<file path="config.mk">
export PLATFORM = sky130hd
export DESIGN_NAME = imm_gen_pipe
export DESIGN_NICKNAME = d
export VERILOG_FILES = /design/src/rtl/imm_pkg.sv /design/src/rtl/imm_decode.sv /design/src/rtl/imm_gen_pipe.sv
export SDC_FILE = /design/constraint.sdc
export NUM_CORES = 1
export LEC_CHECK = 0
export ABC_AREA = 1
export CAP_MARGIN = 40
export CORE_ASPECT_RATIO = 1.75
export CORE_MARGIN = 5
export CORE_UTILIZATION = 40
export CTS_BUF_LIST = sky130_fd_sc_hd__clkbuf_4 sky130_fd_sc_hd__clkbuf_8 sky130_fd_sc_hd__clkbuf_16
export DETAILED_ROUTE_END_ITERATION = 16
export DONT_BUFFER_PORTS = 1
export PLACE_DENSITY = 0.63
export SYNTH_ARGS = -nofsm -noshare
export SYNTH_HDL_FRONTEND = slang
export SYNTH_SLANG_ARGS = --single-unit
</file>
<file path="constraint.sdc">
create_clock -name clk -period 1.7 [get_ports clk]
set_input_delay 0.17 -clock clk [delete_from_list [all_inputs] [get_ports clk]]
set_output_delay 0.17 -clock clk [all_outputs]
set_load 0.05 [all_outputs]
</file>
<file path="src/rtl/imm_pkg.sv">
// Shared types and opcode constants for the RV32I/RV64I immediate generator.
package imm_pkg;

    typedef enum logic [2:0] {
        FMT_NONE, FMT_I, FMT_S, FMT_B, FMT_U, FMT_J, FMT_SH, FMT_Z
    } imm_fmt_t;

    // Entries always carry a 64-bit immediate; the top truncates to XLEN.
    localparam int IMM_W = 64;

    localparam logic [6:0] OPC_LOAD      = 7'b0000011;
    localparam logic [6:0] OPC_STORE     = 7'b0100011;
    localparam logic [6:0] OPC_BRANCH    = 7'b1100011;
    localparam logic [6:0] OPC_JALR      = 7'b1100111;
    localparam logic [6:0] OPC_OP_IMM    = 7'b0010011;
    localparam logic [6:0] OPC_OP_IMM_32 = 7'b0011011;
    localparam logic [6:0] OPC_LUI       = 7'b0110111;
    localparam logic [6:0] OPC_AUIPC     = 7'b0010111;
    localparam logic [6:0] OPC_JAL       = 7'b1101111;
    localparam logic [6:0] OPC_SYSTEM    = 7'b1110011;
    localparam logic [6:0] OPC_OP        = 7'b0110011;
    localparam logic [6:0] OPC_OP_32     = 7'b0111011;

    typedef struct packed {
        logic [IMM_W-1:0] imm;
        imm_fmt_t         fmt;
        logic             illegal;
    } imm_entry_t;

    typedef enum logic [1:0] {
        CNT_EMPTY = 2'd0,
        CNT_ONE   = 2'd1,
        CNT_FULL  = 2'd2
    } cnt_state_t;

endpackage

</file>
<file path="src/rtl/imm_decode.sv">
// Combinational instruction -> immediate/format/illegal decode.
module imm_decode
    import imm_pkg::*;
#(
    parameter int XLEN = 64
) (
    input  logic [31:0] instr,
    output imm_entry_t  entry
);
    logic [6:0] opc;
    logic [2:0] funct3;
    logic       is_shift;

    assign opc      = instr[6:0];
    assign funct3   = instr[14:12];
    assign is_shift = (funct3 == 3'b001) || (funct3 == 3'b101);

    always_comb begin
        entry.imm     = '0;
        entry.fmt     = FMT_NONE;
        entry.illegal = 1'b0;
        if (instr[1:0] != 2'b11) begin
            entry.illegal = 1'b1;
        end else begin
            case (opc)
                OPC_STORE: begin
                    entry.fmt = FMT_S;
                    entry.imm = {{52{instr[31]}}, instr[31:25], instr[11:7]};
                end
                OPC_BRANCH: begin
                    entry.fmt = FMT_B;
                    entry.imm = {{51{instr[31]}}, instr[31], instr[7], instr[30:25], instr[11:8], 1'b0};
                end
                OPC_LOAD, OPC_JALR: begin
                    entry.fmt = FMT_I;
                    entry.imm = {{52{instr[31]}}, instr[31:20]};
                end
                OPC_OP_IMM: begin
                    if (is_shift) begin
                        entry.fmt = FMT_SH;
                        if (XLEN == 64) begin
                            entry.imm = {58'b0, instr[25:20]};
                        end else begin
                            // shamt[5] set is an out-of-range shift on RV32
                            entry.imm     = {59'b0, instr[24:20]};
                            entry.illegal = instr[25];
                        end
                    end else begin
                        entry.fmt = FMT_I;
                        entry.imm = {{52{instr[31]}}, instr[31:20]};
                    end
                end
                OPC_OP_IMM_32: begin
                    if (XLEN == 64) begin
                        if (is_shift) begin
                            entry.fmt = FMT_SH;
                            entry.imm = {59'b0, instr[24:20]};
                        end else begin
                            entry.fmt = FMT_I;
                            entry.imm = {{52{instr[31]}}, instr[31:20]};
                        end
                    end else begin
                        entry.illegal = 1'b1;
                    end
                end
                OPC_LUI, OPC_AUIPC: begin
                    entry.fmt = FMT_U;
                    entry.imm = {{32{instr[31]}}, instr[31:12], 12'b0};
                end
                OPC_JAL: begin
                    entry.fmt = FMT_J;
                    entry.imm = {{43{instr[31]}}, instr[31], instr[19:12], instr[20], instr[30:21], 1'b0};
                end
                OPC_SYSTEM: begin
                    entry.fmt = FMT_Z;
                    entry.imm = {59'b0, instr[19:15]};
                end
                OPC_OP: ;
                OPC_OP_32: entry.illegal = (XLEN == 32);
                default:   entry.illegal = 1'b1;
            endcase
        end
    end

endmodule

</file>
<file path="src/rtl/imm_gen_pipe.sv">
// Pipelined immediate generator: decode feeding a 2-entry head/skid FIFO with a registered in_ready.
module imm_gen_pipe
    import imm_pkg::*;
#(
    parameter int XLEN  = 64,
    parameter int DEPTH = 2
) (
    input  logic            clk,
    input  logic            reset,
    input  logic            flush,
    input  logic            in_valid,
    output logic            in_ready,
    input  logic [31:0]     instr,
    output logic            out_valid,
    input  logic            out_ready,
    output logic [XLEN-1:0] imm,
    output imm_fmt_t        imm_fmt,
    output logic            illegal
);
    if (XLEN != 32 && XLEN != 64) begin : g_bad_xlen
        $error("imm_gen_pipe: XLEN must be 32 or 64");
    end
    if (DEPTH != 2) begin : g_bad_depth
        $error("imm_gen_pipe: DEPTH must be 2");
    end

    cnt_state_t state_q, state_d;
    imm_entry_t head_q, head_d, skid_q, skid_d, dec_entry;
    logic       push, pop;

    imm_decode #(.XLEN(XLEN)) u_decode (
        .instr (instr),
        .entry (dec_entry)
    );

    // Both handshake flags come straight from the state register.
    assign in_ready  = (state_q != CNT_FULL);
    assign out_valid = (state_q != CNT_EMPTY);
    assign push      = in_valid & in_ready;
    assign pop       = out_valid & out_ready;

    assign imm     = head_q.imm[XLEN-1:0];
    assign imm_fmt = head_q.fmt;
    assign illegal = head_q.illegal;

    always_comb begin
        state_d = state_q;
        head_d  = head_q;
        skid_d  = skid_q;
        case (state_q)
            CNT_EMPTY: begin
                if (push) begin
                    head_d  = dec_entry;
                    state_d = CNT_ONE;
                end
            end
            CNT_ONE: begin
                if (push && pop) begin
                    head_d = dec_entry;
                end else if (push) begin
                    skid_d  = dec_entry;
                    state_d = CNT_FULL;
                end else if (pop) begin
                    state_d = CNT_EMPTY;
                end
            end
            CNT_FULL: begin
                if (pop) begin
                    head_d  = skid_q;
                    state_d = CNT_ONE;
                end
            end
            default: state_d = CNT_EMPTY;
        endcase
        // Entry data is left as-is on flush; only occupancy is dropped.
        if (flush) state_d = CNT_EMPTY;
    end

    always_ff @(posedge clk) begin
        if (reset) begin
            state_q <= CNT_EMPTY;
            head_q  <= '0;
            skid_q  <= '0;
        end else begin
            state_q <= state_d;
            head_q  <= head_d;
            skid_q  <= skid_d;
        end
    end

    always_ff @(posedge clk) begin
        if (!reset) begin
            assert (int'(state_q) <= DEPTH);
            assert (!(push && state_q == CNT_FULL));
        end
    end

    assert property (@(posedge clk) disable iff (reset)
        (out_valid && !out_ready && !flush) |=> $stable(head_q));

endmodule

</file>
* Yosys cells after proc, flatten, opt, wreduce, memory -nomap -nowiden *
Index checks and enable logic that the tools add are counted.

storage, ports and cells
  register bits = 138
  input port bits = 37
  output and inout port bits = 70
  word-level logic and storage cells = 61

cells by class
  eq/ne operators = 23
  mux-type cells = 16
  bitwise logic cells = 3
  reduce and logical (&&, ||, !) cells = 12

operator list
  cell                  count
  $pmux W67 S8          1
  $mux W68              3
  $pmux W68 S3          1
  $mux W67              3
  $eq A7 B6 Y1 const B  4
  $eq A7 B7 Y1 const B  4
  $eq A7 B5 Y1 const B  3
  $ne A2 B2 Y1 const B  6
  $reduce_or A12 Y1     1
  $mux W2               5
  $reduce_and A4 Y1     2
  $eq A7 B2 Y1 const B  1
  $pmux W2 S3           1
  $reduce_or A2 Y1      3
  $eq A3 B1 Y1 const B  1
  $eq A3 B3 Y1 const B  1
  $ne A3 B3 Y1 const B  1
  $reduce_and A3 Y1     1
  $reduce_bool A3 Y1    1
  $and A1 B1 Y1         2
  $eq A2 B1 Y1 const B  1
  $eq A2 B2 Y1 const B  1
  $logic_not A2 Y1      1
  $mux W1               2
  other kinds (4)       4

* Longest topological paths before layout *
  depth in word-level cells = 7
  depth in mapped cells = 12
  depth with buffers taken out = 11

* By module *
From an unflattened synthesis, not the netlist that was laid out.

unflattened totals
  cell total of the unflattened synthesis = 1274
  area, all modules = 7483.4 um^2

by module, submodules not included
  module        instances  cells each  area an instance (um^2)  seq. area each (um^2)
  imm_gen_pipe  1          970         6037.0                   2762.6
  imm_decode    1          304         1446.4                   0.0

* Least setup slack after synthesis *
OpenSTA, ideal clock, no wires.

  path type = flip-flop to output port
  start = reg imm[62] (netlist name)
  end = out imm[32]
  data arrival time = 1.477 ns
  data required time = 1.530 ns
  path slack = 0.053 ns
  cell stages (with the launch flop) = 2
  path buffers = 1
  cells stage by stage = dfxtp_1 -> buf_4

RTL lines
  what       RTL line            RTL
  to (decl)  imm_gen_pipe.sv:16  output logic [XLEN-1:0] imm,

==> flow_metrics.env <==
export IMPL_cts_tree="done"
export IMPL_cap_violations=0
export IMPL_critPathLaunchType="register"
export IMPL_dpl_worst_slack_ns=0.0341
export IMPL_synthXorXnorAreaFrac_pct=0
export IMPL_layout_commonest_cell="nor2_1"
export IMPL_synth_edff_count=0
export IMPL_fin_crit_ns=1.63
export IMPL_cts_root_buffer="clkbuf_16"
export IMPL_finClkSkew_ns=0.00586
export IMPL_grt_pass1_vias=4232
export IMPL_cp_num_buf_inv=1
export IMPL_fmax_mhz=613
export IMPL_synth_top_cell_by_area="dfxtp_1"
export IMPL_synthesis_nets=721
export IMPL_die_area_um2=13600
export IMPL_rsz0062_at_grt="false"
export IMPL_vias_per_cell=5.35
export IMPL_synth_area_top_cells="dfxtp_1, nor2_1, nand2_1"
export IMPL_relSlewSlack_pct=31.9
export IMPL_critPathTopFamily="buffers and inverters"
export IMPL_final_layout_size_suffix_gt1_share_pct=18.0
export IMPL_endpoint_kind="output port"
export IMPL_synth_top_family_by_area="simple AND/OR/NAND/NOR gates"
export IMPL_final_max_slew_violation_count=0
export IMPL_powerDensity_nw_per_um2=942
export IMPL_clk_latency_ns=0.34
export IMPL_h_tree_depth=3
export IMPL_irDropWorstVdd_mv=0.616
export IMPL_rows=51
export IMPL_status="completed"
export IMPL_crit_chain="buf_12"
export IMPL_final_antenna_net_count=0
export IMPL_yosysSeqAreaShare_pct=32.8
export IMPL_worstPathRequired_ns=1.53
export IMPL_synth_top_area_share_pct=32.8
export IMPL_hpwl_um=9430
export IMPL_antenna_found_initial=0
export IMPL_p_leak_nw=2.76
export IMPL_routed_wl_um=13400
export IMPL_critPathMaxFanout=12
export IMPL_netlist_area_um2=4520
export IMPL_insertedDiodeCount=0
export IMPL_postSynthCellCount=684
export IMPL_yosys_area_share_simple_pct=33.3
export IMPL_grt_max_degree=44
export IMPL_die_w_um=90.4
export IMPL_ys_ff_latch=74
export IMPL_overflow=0
export IMPL_worstMarginPinSlew_ns=1.02
export IMPL_cts_inserted_buffers=9
export IMPL_syn2layout_area_growth_pct=13.4
export IMPL_finalCritPeriodShare_pct=96.0
export IMPL_die_h_um=151
export IMPL_critPathSlowestCell="buf_12"
export IMPL_grt_first_pass_wirelength_um=21700
export IMPL_synthArstFlopShare_pct=0
export IMPL_numClockSinks=74
export IMPL_vias=4390
export IMPL_ios=107
export IMPL_setup_viol=0
export IMPL_clockBufferDepth=2
export IMPL_synth_adder_area_share_pct=0
export IMPL_finalSetupTns_ns=0
export IMPL_total_power_mw=4.83
export IMPL_critPathMaxStageDelay_ns=0.59
export IMPL_hp_class="input pin to register"
export IMPL_yosysWarnings=0
export IMPL_final_cell_mix="nor2_1, nand2_1, dfxtp_1"
export IMPL_drtPass1Iterations=5
export IMPL_hold_viol=0
export IMPL_synthMuxAreaShare_pct=0
export IMPL_grt_usage_pct=19.8
export IMPL_drtIter0Drc=337
export IMPL_clkTransAtPathRegs_ns=0.06
export IMPL_port_buffers=0
export IMPL_crit_arrival_ns=1.46
export IMPL_synth_compound_area_share_pct=17.2
export IMPL_gp_congestion=0.858
export IMPL_nets=720
export IMPL_design_core_area_um2=11100
export IMPL_drc_errors=0
export IMPL_syn_area_per_cell_um2=6.61
export IMPL_critical_path_class="register to output port"
export IMPL_start_util_pct=40.7
export IMPL_avgRoutedWirePerCell_um=16.3
export IMPL_synth_ff_type="dfxtp_1"
export IMPL_layout_setup_ws_ns=0.0682
export IMPL_yosysUniqueCellTypes=31
==> sequential cells by signal, indices dropped and copies added, names as in the netlist <==
name	flops
skid_q	36
imm	32
imm_fmt	3
state_q	2
illegal	1
==> through the flow <==
| stage | cell area (um2) | utilization [%] | cells | hold slack [ns] |
|---|---|---|---|---|
| 6_report | 5130 | 46.2 | 820 | 0.00694 |
| 5_1_grt | 5130 | 46.2 | 820 | 0.00714 |
| 4_1_cts | 5110 | 46.0 | 820 | 0.00111 |
| 3_5_place_dp | 4720 | 42.5 | 795 | 0.337 |
| 3_3_place_gp | 4720 | 42.5 | 795 | 0.329 |
| 2_1_floorplan | 4520 | - | 684 | 0.328 |
==> layout make-up <==
type	instances	area, um2
clock buffers	10	239
clock inverters	6	63.8
fillers	1128	5980
inverters	71	269
multi-input cells	465	2300
flip-flops and latches	74	1490
well taps	132	165
repair buffers	62	607
==> report_power, final <==
| group | leakage (nW) | switching [mW] | internal (mW) |
|---|---|---|---|
| Combinational | 2.01 | 0.756 | 0.260 |
| Sequential | 0.605 | 0.0640 | 1.82 |
| Clock | 0.145 | 0.753 | 1.18 |
| Total | 2.76 | 1.57 | 3.26 |
==> synth_stat cells (2+ instances only) <==
cell type / instances
inv_1: 61
o21ai_0: 62
clkbuf_1: 14
buf_6: 9
o21bai_1: 4
o21ai_1: 5
inv_2: 9
nor2_1: 118
buf_4: 33
nand2_4: 4
nor2_4: 4
a21oi_2: 3
nand2_1: 100
buf_2: 16
dfxtp_1: 74
nand3_2: 21
nand3_1: 56
nor2_2: 3
nand4_1: 2
a21oi_1: 71
nand2_2: 4
clkbuf_2: 2
==> cell families (layout without fill, tap and decap cells) <==
family	Yosys count	after routing
buf+inv	145	149
compound gates	149	149
flops	74	74
simple gates	316	316
==> layer usage <==
metal	routed length, um	up-vias	global-route usage, %
met1	5060	2052	21.6
li1	-	2162	-
met3	708	43	4.40
met2	7040	133	35.6
met4	558	0	10.5
met5	0	-	0
==> final timing paths <==
check                           startpoint        end  slack (ns)  cells past startpoint
worst max-delay path               imm[62]    imm[34]        0.07                      1
worst min-delay path                 reset  skid_q[7]       0.007                      3
worst max register to register  state_q[1]     imm[2]        0.10                     10
worst min register to register      imm[6]     imm[6]        0.52                      2
==> timing repair <==
item                                    CTS  global route
setup buffers                             0             0
hold buffers                              9             0
resized for setup                         0             8
endpoints found under the setup margin    0            26
hold endpoints to repair                 28             0
Power figures use the tool's default switching activity.
